### config.mk
export PLATFORM = sky130hd
export DESIGN_NAME = mc_gain_fsm
export DESIGN_NICKNAME = d
export VERILOG_FILES = /design/src/rtl/mc_gain_pkg.sv /design/src/rtl/mc_gain_lane_regs.sv /design/src/rtl/mc_gain_fsm.sv
export SDC_FILE = /design/constraint.sdc
export NUM_CORES = 1
export LEC_CHECK = 0
export ABC_CLOCK_PERIOD_IN_PS = 2700
export BUFFER_PORTS_ARGS = -buffer_cell sky130_fd_sc_hd__buf_2
export CAP_MARGIN = 15
export CORE_UTILIZATION = 55
export DETAILED_ROUTE_END_ITERATION = 12
export PLACE_DENSITY = 0.91
export SKIP_CTS_REPAIR_TIMING = 1
export SLEW_MARGIN = 20
export SYNTH_ARGS = -nofsm -noshare
export SYNTH_HDL_FRONTEND = slang
export SYNTH_HIERARCHICAL = 1
export SYNTH_SLANG_ARGS = --single-unit
### constraint.sdc
create_clock -name CLK -period 2.7 [get_ports CLK]
set_clock_uncertainty 0.05 [all_clocks]
set_input_delay 0.54 -clock CLK [delete_from_list [all_inputs] [get_ports CLK]]
set_output_delay 0.54 -clock CLK [all_outputs]
set_load 0.01 [all_outputs]
### src/rtl/mc_gain_pkg.sv
// Shared types and constants for the multichannel gain sequencer.
package mc_gain_pkg;

    localparam int unsigned LANE_W = 32;
    localparam int unsigned OPC_W  = 3;

    localparam logic [OPC_W-1:0] FLOATIS = 3'b010;
    localparam logic [OPC_W-1:0] FMULS   = 3'b100;
    localparam logic [OPC_W-1:0] FIXSI   = 3'b001;

    typedef enum logic [2:0] {
        IDLE,
        CH_SEL,
        ISSUE,
        WAIT,
        FIN
    } state_t;

    // One float-unit request: opcode plus both operands.
    typedef struct packed {
        logic [OPC_W-1:0]  n;
        logic [LANE_W-1:0] dataa;
        logic [LANE_W-1:0] datab;
    } fu_req_t;

endpackage

### src/rtl/mc_gain_lane_regs.sv
// Frame snapshot registers, per-lane result slots and the bulk copy-out to samples_out.
module mc_gain_lane_regs
    import mc_gain_pkg::*;
#(
    parameter int unsigned NUM_CH = 4,
    parameter int unsigned IDX_W  = (NUM_CH > 1) ? $clog2(NUM_CH) : 1
) (
    input  logic                     CLK,
    input  logic                     RESET_N,
    input  logic                     snap_en,
    input  logic [LANE_W*NUM_CH-1:0] samples_in,
    input  logic [LANE_W*NUM_CH-1:0] gains_in,
    input  logic [NUM_CH-1:0]        bypass_in,
    input  logic                     wr_en,
    input  logic [IDX_W-1:0]         wr_idx,
    input  logic [LANE_W-1:0]        wr_data,
    input  logic                     copy_en,
    output logic [LANE_W*NUM_CH-1:0] snap_samples,
    output logic [LANE_W*NUM_CH-1:0] snap_gains,
    output logic [NUM_CH-1:0]        snap_bypass,
    output logic [LANE_W*NUM_CH-1:0] samples_out
);

    logic [LANE_W*NUM_CH-1:0] slots_q;
    logic [LANE_W*NUM_CH-1:0] slots_d;

    // Copy-out sees a write landing on the same edge, so the last lane is never one frame stale.
    always_comb begin
        slots_d = slots_q;
        if (wr_en) begin
            slots_d[LANE_W*wr_idx +: LANE_W] = wr_data;
        end
    end

    always_ff @(posedge CLK) begin
        if (!RESET_N) begin
            snap_samples <= '0;
            snap_gains   <= '0;
            snap_bypass  <= '0;
            slots_q      <= '0;
            samples_out  <= '0;
        end else begin
            if (snap_en) begin
                snap_samples <= samples_in;
                snap_gains   <= gains_in;
                snap_bypass  <= bypass_in;
            end
            slots_q <= slots_d;
            if (copy_en) begin
                samples_out <= slots_d;
            end
        end
    end

endmodule

### src/rtl/mc_gain_fsm.sv
// Per-frame gain sequencer: each lane is converted, scaled and converted back on a shared float unit.
module mc_gain_fsm
    import mc_gain_pkg::*;
#(
    parameter int unsigned NUM_CH  = 4,
    parameter int unsigned TIMEOUT = 64
) (
    input  logic                     CLK,
    input  logic                     RESET_N,
    input  logic                     READY,
    input  logic [LANE_W*NUM_CH-1:0] samples_in,
    input  logic [LANE_W*NUM_CH-1:0] gains_in,
    input  logic [NUM_CH-1:0]        bypass,
    output logic [LANE_W*NUM_CH-1:0] samples_out,
    output logic                     out_valid,
    output logic                     busy,
    output logic                     overrun,
    output logic                     timeout_err,
    output logic [LANE_W-1:0]        s2_dataa,
    output logic [LANE_W-1:0]        s2_datab,
    output logic [OPC_W-1:0]         s2_n,
    output logic                     s2_start,
    input  logic [LANE_W-1:0]        s2_result,
    input  logic                     s2_done
);

    localparam int unsigned IDX_W = (NUM_CH > 1) ? $clog2(NUM_CH) : 1;
    localparam int unsigned CNT_W = $clog2(TIMEOUT + 1);
    localparam logic [IDX_W-1:0] LAST_CH  = IDX_W'(NUM_CH - 1);
    localparam logic [CNT_W-1:0] WAIT_MAX = CNT_W'(TIMEOUT - 1);
    localparam logic [1:0] OP_FLT = 2'd0;
    localparam logic [1:0] OP_FIX = 2'd2;

    state_t            state_q, state_d;
    logic [IDX_W-1:0]  ch_q, ch_d, ch_adv;
    logic [1:0]        op_q, op_d;
    logic [CNT_W-1:0]  wcnt_q, wcnt_d;
    fu_req_t           req_q, req_d;
    logic              start_q, start_d;
    logic              out_valid_q, out_valid_d;
    logic              busy_q, busy_d;
    logic              terr_q, terr_d;
    state_t            adv_state;

    logic                     snap_en_c;
    logic                     wr_en_c;
    logic [LANE_W-1:0]        wr_data_c;
    logic                     copy_en_c;
    logic [LANE_W*NUM_CH-1:0] snap_samples;
    logic [LANE_W*NUM_CH-1:0] snap_gains;
    logic [NUM_CH-1:0]        snap_bypass;
    logic [LANE_W-1:0]        cur_sample;
    logic [LANE_W-1:0]        cur_gain;

    mc_gain_lane_regs #(
        .NUM_CH (NUM_CH),
        .IDX_W  (IDX_W)
    ) u_lane_regs (
        .CLK          (CLK),
        .RESET_N      (RESET_N),
        .snap_en      (snap_en_c),
        .samples_in   (samples_in),
        .gains_in     (gains_in),
        .bypass_in    (bypass),
        .wr_en        (wr_en_c),
        .wr_idx       (ch_q),
        .wr_data      (wr_data_c),
        .copy_en      (copy_en_c),
        .snap_samples (snap_samples),
        .snap_gains   (snap_gains),
        .snap_bypass  (snap_bypass),
        .samples_out  (samples_out)
    );

    assign cur_sample = snap_samples[LANE_W*ch_q +: LANE_W];
    assign cur_gain   = snap_gains[LANE_W*ch_q +: LANE_W];
    assign adv_state  = (ch_q == LAST_CH) ? FIN : CH_SEL;
    assign ch_adv     = (ch_q == LAST_CH) ? ch_q : ch_q + IDX_W'(1);

    always_ff @(posedge CLK) begin
        if (!RESET_N) begin
            state_q     <= IDLE;
            ch_q        <= '0;
            op_q        <= '0;
            wcnt_q      <= '0;
            req_q       <= '0;
            start_q     <= 1'b0;
            out_valid_q <= 1'b0;
            busy_q      <= 1'b0;
            terr_q      <= 1'b0;
        end else begin
            state_q     <= state_d;
            ch_q        <= ch_d;
            op_q        <= op_d;
            wcnt_q      <= wcnt_d;
            req_q       <= req_d;
            start_q     <= start_d;
            out_valid_q <= out_valid_d;
            busy_q      <= busy_d;
            terr_q      <= terr_d;
        end
    end

    always_comb begin
        state_d   = state_q;
        ch_d      = ch_q;
        op_d      = op_q;
        wcnt_d    = wcnt_q;
        req_d     = req_q;
        terr_d    = terr_q;
        snap_en_c = 1'b0;
        wr_en_c   = 1'b0;
        wr_data_c = cur_sample;

        case (state_q)
            IDLE: begin
                if (READY) begin
                    snap_en_c = 1'b1;
                    ch_d      = '0;
                    state_d   = CH_SEL;
                end
            end
            CH_SEL: begin
                if (snap_bypass[ch_q]) begin
                    wr_en_c = 1'b1;
                    state_d = adv_state;
                    ch_d    = ch_adv;
                end else begin
                    op_d    = OP_FLT;
                    req_d   = '{n: FLOATIS, dataa: cur_sample, datab: '0};
                    state_d = ISSUE;
                end
            end
            ISSUE: begin
                wcnt_d  = '0;
                state_d = WAIT;
            end
            WAIT: begin
                if (s2_done) begin
                    if (op_q == OP_FIX) begin
                        wr_en_c   = 1'b1;
                        wr_data_c = s2_result;
                        state_d   = adv_state;
                        ch_d      = ch_adv;
                    end else begin
                        op_d    = op_q + 2'd1;
                        req_d   = (op_q == OP_FLT)
                                ? '{n: FMULS, dataa: s2_result, datab: cur_gain}
                                : '{n: FIXSI, dataa: s2_result, datab: '0};
                        state_d = ISSUE;
                    end
                end else if (wcnt_q == WAIT_MAX) begin
                    // Abandoned op: the lane passes through untouched.
                    terr_d  = 1'b1;
                    wr_en_c = 1'b1;
                    state_d = adv_state;
                    ch_d    = ch_adv;
                end else begin
                    wcnt_d = wcnt_q + CNT_W'(1);
                end
            end
            FIN: begin
                state_d = IDLE;
            end
            default: begin
                state_d = IDLE;
            end
        endcase

        copy_en_c   = (state_d == FIN);
        start_d     = (state_d == ISSUE);
        out_valid_d = (state_d == FIN);
        busy_d      = (state_d != IDLE);
    end

    assign s2_n        = req_q.n;
    assign s2_dataa    = req_q.dataa;
    assign s2_datab    = req_q.datab;
    assign s2_start    = start_q;
    assign out_valid   = out_valid_q;
    assign busy        = busy_q;
    assign timeout_err = terr_q;
    // Flags the READY being dropped in the same cycle it arrives.
    assign overrun     = READY & busy_q;

endmodule

# ---- After elaboration in Yosys (flattened, before gate mapping)
# Cells that the tools add are included.
dict set report word_totals {
  register_bits 601
  in_bits 296
  output_inout_bits 200
}
dict set report op_classes {
  addsub 4
  n_lt_le_gt_ge 1
  n_eq_ne 17
  shift 4
  muxes 40
  bitwise_logic 2
  n_reduce_logical 10
}
# op n
set op_table {}
lappend op_table {{2-to-1 mux 67 bit} 4}
lappend op_table {{indexed part select 128 x 8 -> 32 bit} 2}
lappend op_table {{one-hot mux 67 bit (2 select lines)} 1}
lappend op_table {{bitwise mux 128 bit} 1}
lappend op_table {{2-to-1 mux 128 bit} 1}
lappend op_table {{variable shift 32 x 34 -> 128 bit, first input constant} 1}
lappend op_table {{indexed part select 32 x 34 -> 128 bit} 1}
lappend op_table {{2-to-1 mux 32 bit} 3}
lappend op_table {{negator 7 -> 34 bit} 1}
lappend op_table {{2-to-1 mux 2 bit} 9}
lappend op_table {{2-to-1 mux 3 bit} 6}
lappend op_table {{2-to-1 mux 7 bit} 2}
lappend op_table {{inequality test 2 bit, second input constant} 7}
lappend op_table {{one-hot mux 7 bit (2 select lines)} 1}
lappend op_table {{one-hot mux 3 bit (4 select lines)} 1}
lappend op_table {{equality test 3 x 2 -> 1 bit, second input constant} 3}
lappend op_table {{adder 7 x 1 -> 7 bit, second input constant} 1}
lappend op_table {{equality test 7 x 6 -> 1 bit, second input constant} 1}
lappend op_table {{2-to-1 mux 1 bit} 7}
lappend op_table {{inequality test 3 bit, second input constant} 2}
lappend op_table {{one-hot mux 2 bit (3 select lines)} 1}
lappend op_table {{AND reduction 3 bit} 2}
lappend op_table {{nonzero test 3 bit} 2}
lappend op_table {{AND reduction 5 bit} 1}
lappend op_table {{14 further kinds} 17}

# ---- Logic depth before layout (Yosys ltp)
dict set report logic_depth {
  word_depth 7
  mapped_depth 12
  depth_no_buf 9
}

# ---- By module
# The synthesis kept the hierarchy.
# mod n_inst cells_each area_per_inst_um2 seq_area_each_um2
set by_module_without_submodules {}
lappend by_module_without_submodules {mc_gain_lane_regs 1 1721 18755.5 10329.9}
lappend by_module_without_submodules {mc_gain_fsm 1 519 5571.6 1701.6}

# ---- Worst setup path before layout
# Ideal clock, no wire load.
dict set report synth_timing {
  path_kind {input to register}
  from {in s2_done}
  to {reg u_lane_regs.samples_out[96]}
  setup_time_ns 0.123
  arrival_time_ns 2.238
  required_ns 2.527
  setup_slack_ns 0.290
  cell_stages 10
  path_buffers 5
  path_cell_list {clkbuf_1 > o41ai_1 > and3_1 > nand2_1 > inv_1 > buf_2 > buf_4 > buf_2 > buf_2 > a21oi_1}
}
# element line
set synth_lines {}
lappend synth_lines {{from (decl)} mc_gain_fsm.sv:24} ;# input logic s2_done
lappend synth_lines {{2-to-1 mux 1 bit} mc_gain_fsm.sv:139} ;# if (s2_done) begin
lappend synth_lines {{one-hot mux 1 bit (2 select lines)} mc_gain_fsm.sv:115} ;# case (state_q)
lappend synth_lines {{via wr_en_c} mc_gain_fsm.sv:46} ;# logic wr_en_c;
lappend synth_lines {{2-to-1 mux 128 bit} mc_gain_lane_regs.sv:30} ;# if (wr_en) begin
lappend synth_lines {{to (signal assigned)} mc_gain_lane_regs.sv:50} ;# samples_out <= slots_d;
lappend synth_lines {{to (decl)} mc_gain_lane_regs.sv:21} ;# output logic [LANE_W*NUM_CH-1:0] samples_out
# The timed path passes the listed nets, and every way through them passes these cells.
# A chain may end at the register's enable or synchronous reset.

# ---- Worst setup path after layout
dict set report layout_timing {
  from {reg ch_q[0]}
  to {reg u_lane_regs.samples_out[101]}
}
dict set report layout_between {
  elab_chain_cells 7
}
# element line
set layout_lines {}
lappend layout_lines {{from (decl)} mc_gain_fsm.sv:35} ;# logic [IDX_W-1:0] ch_q, ch_d, ch_adv;
lappend layout_lines {{from (signal assigned)} mc_gain_fsm.sv:93} ;# ch_q <= ch_d;
lappend layout_lines {{indexed part select 128 x 8 -> 32 bit} mc_gain_fsm.sv:75} ;# assign cur_sample = snap_samples[LANE_W*ch_q +: LANE_W];
lappend layout_lines {{2-to-1 mux 32 bit} mc_gain_fsm.sv:140} ;# if (op_q == OP_FIX) begin
lappend layout_lines {{2-to-1 mux 32 bit} mc_gain_fsm.sv:139}
lappend layout_lines {{2-to-1 mux 32 bit} mc_gain_fsm.sv:115}
lappend layout_lines {{indexed part select 32 x 34 -> 128 bit} mc_gain_lane_regs.sv:31} ;# slots_d[LANE_W*wr_idx +: LANE_W] = wr_data;
lappend layout_lines {{bitwise mux 128 bit} mc_gain_lane_regs.sv:31}
lappend layout_lines {{2-to-1 mux 128 bit} mc_gain_lane_regs.sv:30}
# Several ways; a longest one is shown, not always the timed one. The select of a mux whose other input is x is not followed.

==> run_results.csv <==
group,metric,value,unit
detailed_routing,wire_per_inst,22.18,um
timing,finalSetupViolations,0,
logic_synthesis,synth_seq_cells,601,
detailed_routing,top_layer,"met5",
detailed_routing,antenna_left,0,
pwr,ir_drop,0.7717,mV
setup_path,start_kind,"flop",
floorplanning,rows,76,
logic_synthesis,syn-cell-area,24330,um2
clock_tree,cts_buffers,58,
timing,tns,0,ps
run_status,status,"finished, final reports clean",
global_route,grt_pass1_vias,19030,
clock_tree,clk_pin_slew,70,ps
pwr,p_per_area,743.4,nW/um2
global_route,overflow,0,
global_route,grt_usage,30.97,%
detailed_routing,wl_met2,34700,um
floorplanning,core-area,43360,um2
logic_synthesis,postSynthCellCount,2240,
setup_path,worst-endpoint-required,3190,ps
flow_run,maxCapViolations,0,
cells_and_area,area_growth,20.04,%
detailed_routing,viasPerCell,5.970,
floorplanning,die_w,212.3,um
min_path,hold_class,"primary input to flop",
clock_tree,cts_buffer_depth,3,
detailed_routing,wl_met3,6878,um
pwr,p_int,15940,uW
timing,rsz0062_at_grt,"false",
pwr,p_clk_share,39.3,%
pwr,power_frac_seq,44.8,%
logic_synthesis,yosysTopAreaCell,"dfxtp_1",
floorplanning,start_util,56.10,%
detailed_routing,drt-initial-drc-count,2122,
placed_design,place_congestion,0.9806,
detailed_routing,vias,19710,
cells_and_area,drive_gt1_share,28.07,%
logic_synthesis,ys_top_cells_by_area,"dfxtp_1 49%, nor2b_1 11%, mux2i_1 11%",
setup_path,worstSetupPathType,"flop to flop",
placed_design,post-dp-hpwl,49520,um
clock_tree,cts_tree,"done",
cells_and_area,nNetsFinal,2949,
floorplanning,dieArea,45080,um2
logic_synthesis,yosys_warnings,6,
cells_and_area,fillers,3070,
floorplanning,die_y,212.3,um
clock_tree,clock-sinks,601,
floorplanning,io_pins,496,
pwr,p_comb_share,15.8,%
timing,max_freq,0.3906,GHz
logic_synthesis,synth_cell_types,47,
global_route,grt_pass1_wl,108000,um
timing,tightest_slew,701.5,ps
setup_path,endpoint_kind,"flop",
global_route,grt_max_degree,95,
cells_and_area,fin_cells,3302,
detailed_routing,first_pass_iters,9,
detailed_routing,wl_met1,28570,um
detailed_routing,post-route-drc-count,0,
logic_synthesis,synth_fp_nets,2545,
detailed_routing,finalWirelength,73240,um
clock_tree,clock_latency,620,ps
timing,fin_crit,2560,ps
logic_synthesis,synth.avg_cell_area,10.86,um2
clock_tree,htreeDepth,2,
timing,finalHoldViolCount,0,
timing,slew_headroom,53.06,%
timing,final.period_utilization,94.83,%
pwr,power.leakage,0.01176,uW
placed_design,placedCellCount,3169,
clock_tree,root_buffer,"clkbuf_16",
setup_path,critPathMaxFanout,42,
pwr,p_sw,5765,uW
setup_path,critPathArrivalTime,3050,ps
pwr,swShare,26.56,%
placed_design,io_buffer_count,495,
logic_synthesis,synth_top_area_share,49.46,%
logic_synthesis,ys_seq_area_share,49.46,%
timing,hold_ws,109.0,ps
global_route,antenna_found_initial,36,
timing,drv_slew,0,
cells_and_area,final_util,67.34,%
## sequential cells by signal, indices dropped and copies added, names as in the netlist
register	count
s2_n	3
u_lane_regs/snap_gains	128
u_lane_regs/samples_out	128
timeout_err	1
busy	1
u_lane_regs/snap_bypass	4
wcnt_q	7
s2_start	1
op_q	2
s2_dataa	32
u_lane_regs/slots_q	128
state_q	3
u_lane_regs/snap_samples	128
ch_q	2
out_valid	1
s2_datab	32
## worst paths after layout
kind                 start                      endpoint  slack, ps  cells past startpoint
min reg2reg    timeout_err                   timeout_err        440                      1
max                ch_q[0]  u_lane_regs/samples_out[101]        140                      8
max reg2reg        ch_q[0]  u_lane_regs/samples_out[101]        140                      8
min          s2_result[14]                  s2_dataa[14]        110                      3
## metrics by stage
stage	total power, uW	setup slack [ps]	area (um2)
after global routing	22360	10.39	29190
after CTS	21690	125.7	29130
after detailed placement	13240	149.7	27110
after global placement	13080	288.6	27110
after floorplan	12190	289.6	24330
final	21710	139.5	29200
## power by group through the flow
stage               clock [uW]  combinational [uW]  sequential, uW
finish                    8540                3440            9730
global placement             0                3220            9860
floorplan                    0                2350            9840
CTS                       8600                3380            9710
detailed placement           0                3340            9900
global route              8960                3630            9770
## cells in the mapped netlist (all sizes together)
master and n:
a21boi 1, nand3 4, nor2b 431, and3 2, mux2i 265, nand3b 1, o21ai 164, and4bb 1
inv 8, nand2 43, nand4b 1, mux4 64, nor2 12, o21a 3, or3 2, o211ai 1
nand4 1, dfxtp 601, a22oi 35, nor3 4, o211a 1, nand2b 6, a32oi 129, a21oi 198
a311oi 1, buf 101, o41ai 1, ha 9, mux2 32, clkbuf 106, nor3b 1, and4b 2
and4 1, and3b 1, nor4 1, o31a 1, xnor2 3, and2 2
## cell families (layout without fill, tap and decap cells)
| family | after synthesis | count (layout) | synth area share (%) |
|---|---|---|---|
| adder cells (fa/ha/maj) | 9 | 9 | 0.4629 |
| other | 0 | 27 | 0 |
| AND/OR/NAND/NOR | 516 | 516 | 12.80 |
| multiplexers | 361 | 361 | 18.77 |
| buffers and inverters | 215 | 665 | 4.881 |
| flip-flops | 601 | 601 | 49.46 |
| AO/OA/AOI/OAI | 535 | 535 | 13.52 |
| XOR/XNOR | 3 | 3 | 0.1080 |
## worst max-delay path: stages (launching register included)
cell and delay, ps:
dfxtp_4 450, buf_12 320, inv_1 150, ha_1 360, buf_4 200, inv_1 70
buf_4 400, a32oi_1 230, a21oi_1 220
## per-layer routing
metal	vias up	global-route usage [%]
met2	1119	50.22
met3	223	7.120
li1	8834	-
met1	9515	38.95
met5	-	0
met4	22	14.88
## layout make-up
class | count | area, um2 | share of cell area, %
antenna | 27 | 67.56 | 0.2314
clock buffer | 77 | 1614 | 5.527
clock inverter | 29 | 405.4 | 1.388
inverter | 8 | 35.03 | 0.1200
multi-input combinational | 1424 | 11140 | 38.14
sequential | 601 | 12040 | 41.23
tap | 585 | 732.0 | 2.507
timing repair buffer | 551 | 3171 | 10.86
## layout by cell type, fill, tap and decap left out, types with 8 or more instances in the layout
cell type,synthesis,routed
nor2b_1,430,429
clkinv_2,0,12
o21ai_0,163,163
mux2i_1,265,265
clkbuf_16,0,59
a21oi_1,198,198
buf_2,43,494
mux4_2,64,64
ha_1,9,9
dfxtp_1,601,599
bufinv_16,0,8
diode_2,0,27
a32oi_1,129,129
mux2_4,30,30
clkbuf_1,106,11
nor2_1,12,11
buf_12,3,21
buf_4,35,35
a22oi_1,35,35
nand2_1,43,43
No activity file was read; power rests on OpenSTA's default activity.
